## src/rtl/uart_rx_sequencer.sv

```systemverilog
// UART receive sequencer: finds the start bit, times mid-bit sampling and strobes an external
// shift register once per data bit, then checks the stop bit.
//
// state     | meaning
// ----------+-----------------------------------------------------------
// IDLE      | line idle, waiting for a falling edge while enable is high
// START     | timing to the start-bit centre to confirm it is still low
// DATA      | one shift_en strobe per bit period at each data-bit centre
// STOP      | sampling the stop bit at its centre
// WAIT_HIGH | stop bit was low; holding until the line returns high
module uart_rx_sequencer #(
  parameter int CLKS_PER_BIT = 868,
  parameter int DATA_BITS    = 8
) (
  input  logic       CLOCK_50,
  input  logic       reset_n,
  input  logic       rx_serial,
  input  logic       enable,
  output logic       shift_en,
  output logic       sample_bit,
  output logic [3:0] bit_index,
  output logic       busy,
  output logic       frame_done,
  output logic       frame_err
);

  localparam int CNT_W = $clog2(CLKS_PER_BIT);
  localparam logic [CNT_W-1:0] HALF_TC  = CNT_W'(CLKS_PER_BIT / 2 - 1);
  localparam logic [CNT_W-1:0] FULL_TC  = CNT_W'(CLKS_PER_BIT - 1);
  localparam logic [3:0]       LAST_IDX = 4'(DATA_BITS - 1);

  typedef enum logic [2:0] {
    S_IDLE,
    S_START,
    S_DATA,
    S_STOP,
    S_WAIT_HIGH
  } state_t;

  state_t           state;
  logic [CNT_W-1:0] cnt;
  logic             rx_meta;
  logic             rx_s;
  logic             rx_d;
  logic             fall;

  // Synchronizer resets to the idle-high level so leaving reset never looks like a start bit.
  always_ff @(posedge CLOCK_50 or negedge reset_n) begin
    if (!reset_n) begin
      rx_meta <= 1'b1;
      rx_s    <= 1'b1;
      rx_d    <= 1'b1;
    end else begin
      rx_meta <= rx_serial;
      rx_s    <= rx_meta;
      rx_d    <= rx_s;
    end
  end

  assign fall = rx_d & ~rx_s;

  always_ff @(posedge CLOCK_50 or negedge reset_n) begin
    if (!reset_n) begin
      state      <= S_IDLE;
      cnt        <= '0;
      bit_index  <= 4'd0;
      shift_en   <= 1'b0;
      sample_bit <= 1'b0;
      busy       <= 1'b0;
      frame_done <= 1'b0;
      frame_err  <= 1'b0;
    end else begin
      shift_en   <= 1'b0;
      frame_done <= 1'b0;
      frame_err  <= 1'b0;
      case (state)
        S_IDLE: begin
          cnt <= '0;
          if (fall && enable) begin
            state <= S_START;
            busy  <= 1'b1;
          end
        end
        S_START: begin
          if (cnt == HALF_TC) begin
            cnt <= '0;
            if (!rx_s) begin
              state <= S_DATA;
            end else begin
              state <= S_IDLE;
              busy  <= 1'b0;
            end
          end else begin
            cnt <= cnt + CNT_W'(1);
          end
        end
        S_DATA: begin
          if (cnt == FULL_TC) begin
            cnt        <= '0;
            shift_en   <= 1'b1;
            sample_bit <= rx_s;
            if (bit_index == LAST_IDX) begin
              bit_index <= 4'd0;
              state     <= S_STOP;
            end else begin
              bit_index <= bit_index + 4'd1;
            end
          end else begin
            cnt <= cnt + CNT_W'(1);
          end
        end
        S_STOP: begin
          if (cnt == FULL_TC) begin
            cnt <= '0;
            if (rx_s) begin
              frame_done <= 1'b1;
              state      <= S_IDLE;
              busy       <= 1'b0;
            end else begin
              frame_err <= 1'b1;
              state     <= S_WAIT_HIGH;
            end
          end else begin
            cnt <= cnt + CNT_W'(1);
          end
        end
        S_WAIT_HIGH: begin
          cnt <= '0;
          if (rx_s) begin
            state <= S_IDLE;
            busy  <= 1'b0;
          end
        end
        default: begin
          state     <= S_IDLE;
          cnt       <= '0;
          bit_index <= 4'd0;
          busy      <= 1'b0;
        end
      endcase
    end
  end

endmodule
```

## config.mk

```make
export PLATFORM = sky130hd
export DESIGN_NAME = uart_rx_sequencer
export DESIGN_NICKNAME = d
export VERILOG_FILES = /design/src/rtl/uart_rx_sequencer.sv
export SDC_FILE = /design/constraint.sdc
export NUM_CORES = 1
export LEC_CHECK = 0
export ABC_AREA = 0
export CAP_MARGIN = 40
export CORE_AREA = 2 2 50 52
export CTS_CLUSTER_DIAMETER = 80
export CTS_CLUSTER_SIZE = 10
export DETAILED_ROUTE_END_ITERATION = 16
export DIE_AREA = 0 0 52 54
export PLACE_DENSITY = 0.82
export SLEW_MARGIN = 20
export SYNTH_ARGS = -nofsm -noshare
export SYNTH_HDL_FRONTEND = slang
export SYNTH_SLANG_ARGS = --single-unit
```

## constraint.sdc

```tcl
create_clock -name CLOCK_50 -period 2.5 [get_ports CLOCK_50]
set_input_delay 0.5 -clock CLOCK_50 [delete_from_list [all_inputs] [get_ports CLOCK_50]]
set_output_delay 0.5 -clock CLOCK_50 [all_outputs]
set_load 0.01 [all_outputs]
```

; ---- Word level (Yosys, flattened, before mapping)
; Index checks and enable logic that the tools add are counted.
[word_totals]
wordCells = 66
inputBits = 4
ramBits = 0
register_bits = 25
mem_count = 0
latchBits = 0
output_inout_bits = 9
romBits = 0
[op_classes]
bitwise = 4
n_eq_ne = 13
div = 0
addsub = 2
order_cmp = 0
n_mul = 0
n_reduce_logical = 8
n_shift = 0
mux = 28
[op_table]
columns = operator, count
row1 = two-way mux 3 bit, 7
row2 = two-way mux 10 bit, 2
row3 = one-hot mux 10 bit (2 select lines), 1
row4 = one-hot mux 3 bit (5 select lines), 1
row5 = two-way mux 1 bit, 12
row6 = inequality test 2 bit (second input constant), 6
row7 = adder 10 x 1 -> 10 bit (second input constant), 1
row8 = equality test 10 bit (second input constant), 1
row9 = equality test 10 x 9 -> 1 bit (second input constant), 1
row10 = two-way mux 4 bit, 2
row11 = one-hot mux 4 bit (2 select lines), 1
row12 = equality test 3 x 2 -> 1 bit (second input constant), 2
row13 = AND reduction 6 bit, 1
row14 = one-hot mux 1 bit (5 select lines), 1
row15 = adder 4 x 1 -> 4 bit (second input constant), 1
row16 = equality test 4 x 3 -> 1 bit (second input constant), 1
row17 = AND reduction 2 bit, 2
row18 = AND reduction 4 bit, 1
row19 = OR reduction 4 bit, 1
row20 = equality test 3 x 1 -> 1 bit (second input constant), 1
row21 = equality test 3 bit (second input constant), 1
row22 = logical NOT 3 bit, 1
row23 = NOT 1 bit, 3
row24 = two-way mux 2 bit, 1
row25 = 3 further kinds, 3

; ---- Logic depth before layout (Yosys ltp)
; Gate-level depths: netlist of the first run.
[depth]
ltp_word = 5
ltp_mapped = 7
depth_no_buf = 7

; ---- Worst setup path before layout of the first run
; OpenSTA, ideal clock, no wires.
[synth_timing]
path_type = register -> register
start = reg cnt[0]
end = reg state[1]
setup_time_ns = 0.128
path_slack_ns = 0.633
stages_incl_launch_ff = 7
t_arrival_ns = 1.740
synth_period_minus_slack_ns = 1.867
t_required_ns = 2.372
path_cell_list = dfrtp_1 > ha_1 > and4bb_1 > a21oi_1 > nor4_2 > nand3_1 > mux2_1
[synth_between]
elab_chain_cells = 3
[synth_lines]
columns = element, line
row1 = "start, declared", 41  ; logic [CNT_W-1:0] cnt;
row2 = "start signal, assigned", 94  ; cnt <= cnt + CNT_W'(1);
row3 = "start signal, assigned", 109  ; cnt <= cnt + CNT_W'(1);
row4 = "start signal, assigned", 124  ; cnt <= cnt + CNT_W'(1);
row5 = equality test 10 bit or equality test 10 x 9 -> 1 bit (tied branches), "98, 113, 85"
row6 = inequality test 2 bit (no line), -
row7 = AND reduction 6 bit (no line) *, -
row8 = "end signal, assigned", 104  ; state <= S_STOP;
row9 = "end signal, assigned", 117  ; state <= S_IDLE;
row10 = "end signal, assigned", 121  ; state <= S_WAIT_HIGH;
row11 = "end, declared", 40  ; state_t state;
; Mark *: on every way between the ends. The rest lies on a longest branch, timed or not.
; A chain may end at the register's enable or synchronous reset.

; ---- Final worst setup path of the first run
; Ends and elaborated chain as after synthesis.

==> reports/summary.txt, run 1 <==
Status - complete, no violations
Post-synthesis sequential area ratio - 0.5278
Total grt overflow - 0
Io pins - 13
HP Class - reg2reg
Worst-margin pin slew - 319.2 ps
Max Slew Vio Count - 0
Register area - 629.4 µm²
Fin. Hold Viols - 0
Syn_nets - 119
Net switching power - 263.8 µW
Setup crit end kind - flop
Global-route wire length before repair - 3.919 mm
Clock transition at the registers of the reported paths - 140 ps
RSZ-0062 raised after global routing - false
Leakage power - 0.6006 nW
Vias in the first global route - 885
# diodes - 0
CTS Buffer Depth - 2
Final WL - 2.291 mm
Crit path kind - reg2reg
Post-CTS Setup Bufs - 0
Yosys warnings - 0
Chip height - 54 µm
Endpoints failing setup - 0
Switch share - 0.3108
Setup crit start kind - flop
Post-DRT Antenna Nets - 0
Initial core utilization - 0.5140
Setup_tns - 0 ps
Layout cells sized above 1 - 0.1094
Area growth, synth to finish - 16.05%
P per Cell Area - 613.4 nW/µm²
Gpl congestion - 0.8312
Vias per cell - 5.797
Post-Syn Area per Cell - 10.65 µm²
H-Tree Depth - 1
Die ar. - 2808 µm²
Critical Path AT - 2320 ps
Port buffer count - 12
Clk_skew - 10.77 ps
# fillers - 182
Largest net degree at the start of global routing - 26
Vias - 916
Drt pass-1 iters - 4
Crit share post-route - 0.8356
Power share of the sequential group - 0.614
Required @ worst endpoint - 2730 ps
Critical Path Max Stage Delay - 440 ps
Synthesized area - 1192 µm²
DP Wirelength - 1.728 mm
Slew headroom - 0.7856
Initial antenna violation count - 0
Worst vdd ir - 553.4 µV
Total power - 848.9 µW
Max frequency - 0.4787 GHz
DR WL/cell - 14.50 µm
Row cnt - 18
Die W - 52 µm
Internal power - 585.1 µW
Minimum clock period after layout - 2089 ps
TritonCTS clock tree - built
Total track usage - 0.1945
Initial drt markers - 13
#FFs+latches synth - 25
CTS resizes - 0
CTS Root Cell - clkbuf_4
Comb power frac - 0.170
Area of the multi-input gates - 536.8 µm²
Post-Syn Instances - 112
Clk sinks - 25
DRC - 0
Clock insertion delay at the later pin of the skew report - 330 ps
Critical Path Slowest Stage Cell - dfrtp_1
Final nets - 136
CP max FO - 5
CP cell instances - ha_1 -> and4bb_1 -> a21oi_1 -> nor4_2 -> nand3_1 -> mux2_1
Yosys cell types - 35
Max Cap Viol - 0
Core ar. - 2320 µm²
CTS Buf Count - 3
Clock share of power - 0.216
Hold Buf Count CTS - 0
cell families after synthesis:
family / Yosys count / synth area share
xor+xnor: 8 / 0.05876
simple gates: 51 / 0.2497
compound gates: 16 / 0.08289
buf+inv: 6 / 0.02203
mux: 3 / 0.02728
flops: 25 / 0.5278
fa+ha+maj: 3 / 0.03148
synthesized netlist by cell type:
library cell / count / area [µm²]
nand3_1: 9 / 45.04
and3_1: 3 / 18.77
nand3b_1: 3 / 22.52
mux2_1: 1 / 11.26
and2_1: 2 / 12.51
o31ai_1: 2 / 15.01
or3b_1: 1 / 8.760
nor3b_2: 1 / 12.51
nand4_1: 3 / 18.77
xor2_1: 6 / 52.55
inv_1: 4 / 15.01
dfrtp_1: 22 / 550.5
nor3_1: 4 / 20.02
a41oi_1: 1 / 8.760
o21ai_1: 1 / 5.000
mux2_2: 1 / 11.26
clkbuf_1: 1 / 3.750
nor4_2: 1 / 12.51
nor2_1: 13 / 48.80
a31oi_1: 2 / 12.51
a21oi_1: 1 / 5.000
and4bb_2: 1 / 12.51
o21ai_0: 6 / 30.03
a21o_1: 1 / 7.510
nand2_1: 6 / 22.52
o21a_1: 1 / 7.510
ha_1: 3 / 37.54
and4bb_1: 1 / 12.51
nand3_2: 1 / 10.01
dfstp_2: 3 / 78.83
mux2i_1: 1 / 10.01
buf_4: 1 / 7.510
or4b_1: 2 / 20.02
xnor2_1: 2 / 17.52
o211ai_1: 1 / 7.510
placed cells by master, fill, tap and decap left out, drive strengths merged, types with 3 or more instances in the layout:
| cell type | n |
|---|---|
| nor2 | 13 |
| dfstp | 3 |
| o21ai | 7 |
| dfrtp | 22 |
| ha | 3 |
| inv | 4 |
| nand3b | 3 |
| xor2 | 6 |
| nand3 | 10 |
| nand4 | 3 |
| clkdlybuf4s50 | 12 |
| nor3 | 4 |
| clkbuf | 3 |
| nand2 | 6 |
| and3 | 3 |
critical path, delay by kind of cell, from the launching register on:
family	cells	cell delay (ps)
compound gates	1	120
fa+ha+maj	1	280
flops	1	440
mux	1	330
simple gates	3	830
sequential cells by signal, summed over array words and instances, names as in the netlist:
signal	count
sample_bit	1
frame_done	1
rx_s	1
cnt	10
busy	1
rx_d	1
frame_err	1
bit_index	4
shift_en	1
state	3
rx_meta	1
through the flow:
stage | setup WS (ps) | instances | util | area (µm²) | hold slack, ps
3_5_place_dp | 388.9 | 154 | 0.5836 | 1354 | 351.0
4_1_cts | 410.7 | 158 | 0.5965 | 1384 | 371.1
3_3_place_gp | 442.4 | 154 | 0.5836 | 1354 | 347.2
5_1_grt | 246.5 | 158 | 0.5965 | 1384 | 374.4
6_report | 411.1 | 158 | 0.5965 | 1384 | 368.0
2_1_floorplan | 632.6 | 112 | - | 1192 | 204.4
per-layer routing:
layer,GRT usage,vias up,share of wire
met2,0.2996,22,0.49
met4,0.1272,0,0.026
met5,0,-,0
li1,-,435,-
met1,0.2491,452,0.45
met3,0.03889,7,0.035
power by group through the flow:
stage / sequential, mW / combinational, mW / clock [mW]
2_1_floorplan: 0.510 / 0.108 / 0
3_3_place_gp: 0.523 / 0.140 / 0
3_5_place_dp: 0.528 / 0.148 / 0
4_1_cts: 0.520 / 0.149 / 0.198
5_1_grt: 0.532 / 0.168 / 0.206
6_report: 0.521 / 0.145 / 0.183
path summary, 6_finish.rpt:
path                              startpoint                   end  slack (ps)  cells past startpoint
max                         cnt[0]$_DFF_PN0_  state[1]$_DFFE_PN0P_         410                      6
min reg2reg                rx_meta$_DFF_PN1_        rx_s$_DFF_PN1_         370                      0
min in group asynchronous            reset_n  frame_done$_DFF_PN0_         510                      2
max reg2reg                 cnt[0]$_DFF_PN0_  state[1]$_DFFE_PN0P_         410                      6
min                        rx_meta$_DFF_PN1_        rx_s$_DFF_PN1_         370                      0
max in group asynchronous            reset_n        rx_s$_DFF_PN1_        1700                      2
layout make-up:
cell class              instances  area share
flip-flops and latches         25      0.4548
multi-input cells              81      0.3879
repair buffers                 14     0.09765
well taps                      30     0.02712
clock buffers                   3     0.01627
inverters                       4     0.01085
clock inverters                 1    0.005425
No activity file was read; power rests on OpenSTA's default activity.
==> run 2: changes to the inputs <==
Settings changed: CORE_AREA 2 2 50 52 to 2 2 53 55, DIE_AREA 0 0 52 54 to 0 0 55 57, PLACE_DENSITY 0.82 to 0.78.
Clock period 2.5 ns to 1.7 ns, I/O delays scaled along.
==> run 2 against run 1 <==
Via count grew 11%. Critical endpoint unchanged. The flow now finishes with violations (setup timing). Sequential power is 38% higher. Flip-flop and latch count unchanged. First-iteration DRC count decreased by 7.7%. Total power rose by 69%. Setup slack lost 590 ps. Clock power up 44%.
==> reports/summary.txt, run 2 (synthesis results as in run 1) <==
Status - complete, but fails checks
Failing checks - setup timing
Core ar. - 2615 µm² (+13%)
Leakage power - 0.7527 nW (+25%)
Worst-margin pin slew - 490.7 ps (+171.5 ps)
Placed Area - 1515 µm² (+12%)
# diodes - 0 (unchanged)
Final worst setup slack - -175.4 ps (-586.5 ps)
Endpoints failing setup - 14 (+14)
R2R Path Start - cnt[1]$_DFF_PN0_
HP Class - reg2reg
P per Cell Area - 858.2 nW/µm² (+40%)
Post-Place Worst Slack - -256.0 ps (-644.9 ps)
Max reg flops - 10 (unchanged)
Chip height - 57 µm (+5.6%)
Setup crit end kind - flop
Drt pass-1 iters - 4 (unchanged)
TritonCTS clock tree - built
CP max FO - 3 (-2)
Top flop regs - cnt (10), bit_index (4), state (3)
CP Buf/Inv Count - 1 (+1)
Slew headroom - 0.6704 (-0.1152)
CTS Buf Count - 3 (unchanged)
Total power - 1.435 mW (+69%)
Crit path kind - reg2reg
CP cell instances - inv_1 -> ha_2 -> and4bb_2 -> a31oi_4 -> nor4_4 -> nand3_2 -> mux2_4
Global-route wire length before repair - 4.064 mm (+3.7%)
Max Slew Vio Count - 0 (unchanged)
Clock insertion delay at the later pin of the skew report - 310 ps (-20 ps)
Final WL - 2.596 mm (+13%)
Flop-to-flop setup slack - -180 ps (-590 ps)
Crit path depth - 7 (+1)
Fin. Hold Viols - 0 (unchanged)
H-Tree Depth - 1 (unchanged)
Reg2reg path depth - 7 (+1)
Minimum clock period after layout - 1875 ps (-213.5 ps)
Initial antenna violation count - 0 (unchanged)
RR Endpoint - state[1]$_DFFE_PN0P_
Max Cap Viol - 0 (unchanged)
Io pins - 13 (unchanged)
Most common cell after layout, fill and taps aside - buf_4
Max frequency - 0.5332 GHz (+11%)
Layout cells sized above 1 - 0.3419 (+0.2326)
Row cnt - 19 (+1)
Required @ worst endpoint - 1910 ps (-820 ps)
CP startpoint - cnt[1]$_DFF_PN0_
Vias per cell - 5.478 (-5.5%)
Critical Path AT - 2090 ps (-230 ps)
Top reg by flops - cnt
Gpl congestion - 0.8699 (+4.7%)
Total track usage - 0.1760 (-0.01851)
Top delay family on crit path - simple AND/OR/NAND/NOR gates
Initial core utilization - 0.4560 (-0.05804)
Crit share post-route - 1.103 (+0.2676)
Total grt overflow - 0 (unchanged)
RSZ-0062 raised after global routing - true
CTS Buffer Depth - 2 (unchanged)
Initial drt markers - 12 (-1)
Vias in the first global route - 969 (+9.5%)
Die W - 55 µm (+5.8%)
Critical Path Max Stage Delay - 420 ps (-20 ps)
Post-DRT Antenna Nets - 0 (unchanged)
Area growth, synth to finish - 40.19%
Final nets - 163 (+20%)
Largest net degree at the start of global routing - 26 (unchanged)
DR WL/cell - 13.96 µm (-3.7%)
Die ar. - 3135 µm² (+12%)
DP Wirelength - 1.869 mm (+8.2%)
Port buffer count - 12 (unchanged)
CTS Root Cell - clkbuf_4
Worst vdd ir - 708.1 µV (+28%)
Commonest non-fill, non-tap cells in the layout - buf_4 (27), dfrtp_1 (22), nor2_1 (11), clkdlybuf4s50_1 (11), nand3_1 (8)
Clk sinks - 25 (unchanged)
Vias - 1019 (+11%)
Fin area - 1672 µm² (+21%)
Clock transition at the registers of the reported paths - 130 ps (about the same)
Critical Path Slowest Stage Cell - dfrtp_1
Hold Buf Count CTS - 0 (unchanged)
Clk_skew - 1.660 ps (-9.110 ps)
Final core utilization - 0.6392 (+0.04269)
Crit path to - state[1]$_DFFE_PN0P_
DRC - 0 (unchanged)
Setup crit start kind - flop
run 2: how the worst min path moves through the flow:
| stage | start | end | slack, ps | cells after the start |
|---|---|---|---|---|
| floorplan | reset_n | bit_index[0]$_DFFE_PN0P_ | 40 | 0 |
| global placement | rx_meta$_DFF_PN1_ | rx_s$_DFF_PN1_ | 350 | 0 |
| detailed placement | rx_meta$_DFF_PN1_ | rx_s$_DFF_PN1_ | 350 | 0 |
| CTS | reset_n | bit_index[3]$_DFFE_PN0P_ | 370 | 2 |
| global route | rx_meta$_DFF_PN1_ | rx_s$_DFF_PN1_ | 370 | 0 |
| finish | rx_meta$_DFF_PN1_ | rx_s$_DFF_PN1_ | 360 | 0 |
run 2: area by class of cell:
cell class                      count  area, µm²
Clock buffer                        4      26.28
Fill cell                         214      943.4
Inverter                            4      15.01
Multi-Input combinational cell     81      618.1
Sequential cell                    25      629.4
Tap cell                           31      38.79
Timing Repair Buffer               41      344.1
run 2: report_power, final:
group | switching, mW | leakage (nW) | internal, mW | total (mW)
clock | 0.173 | 0.0150 | 0.0916 | 0.264
sequential | 0.0491 | 0.319 | 0.672 | 0.721
combinational | 0.217 | 0.418 | 0.232 | 0.450
total | 0.439 | 0.753 | 0.996 | 1.43
run 2: worst reg2reg max path, cell delays in order, from the launching register on:
cell      delay, ps
dfrtp_1         420
inv_1            70
ha_2            160
and4bb_2        280
a31oi_4         110
nor4_4          310
nand3_2         120
mux2_4          300
run 2: stage by stage:
step	TNS [ps]	hold slack, ps	instances
floorplan	-147.7	44.41	112
global placement	-571.6	345.9	176
global route	-2398	374.6	186
finish	-1114	364.5	186
detailed placement	-789.6	347.3	176
CTS	-613.9	365.8	182
run 2: repair_timing:
action	4_1_cts	5_1_grt
setup endpoints to repair	7	17
buffers inserted	2	3
resized for setup	6	17
pin swaps	1	8
cloned	0	1
run 2: layer usage:
layer  track usage  routed length, µm  part of all wire  vias up
li1              -                  -                 -      487
met1        0.2289               1067              0.41      506
met2        0.2925               1418              0.55       24
met3       0.02356                 96             0.037        2
met4       0.06620                 14            0.0054        0
met5             0                  0                 0        -
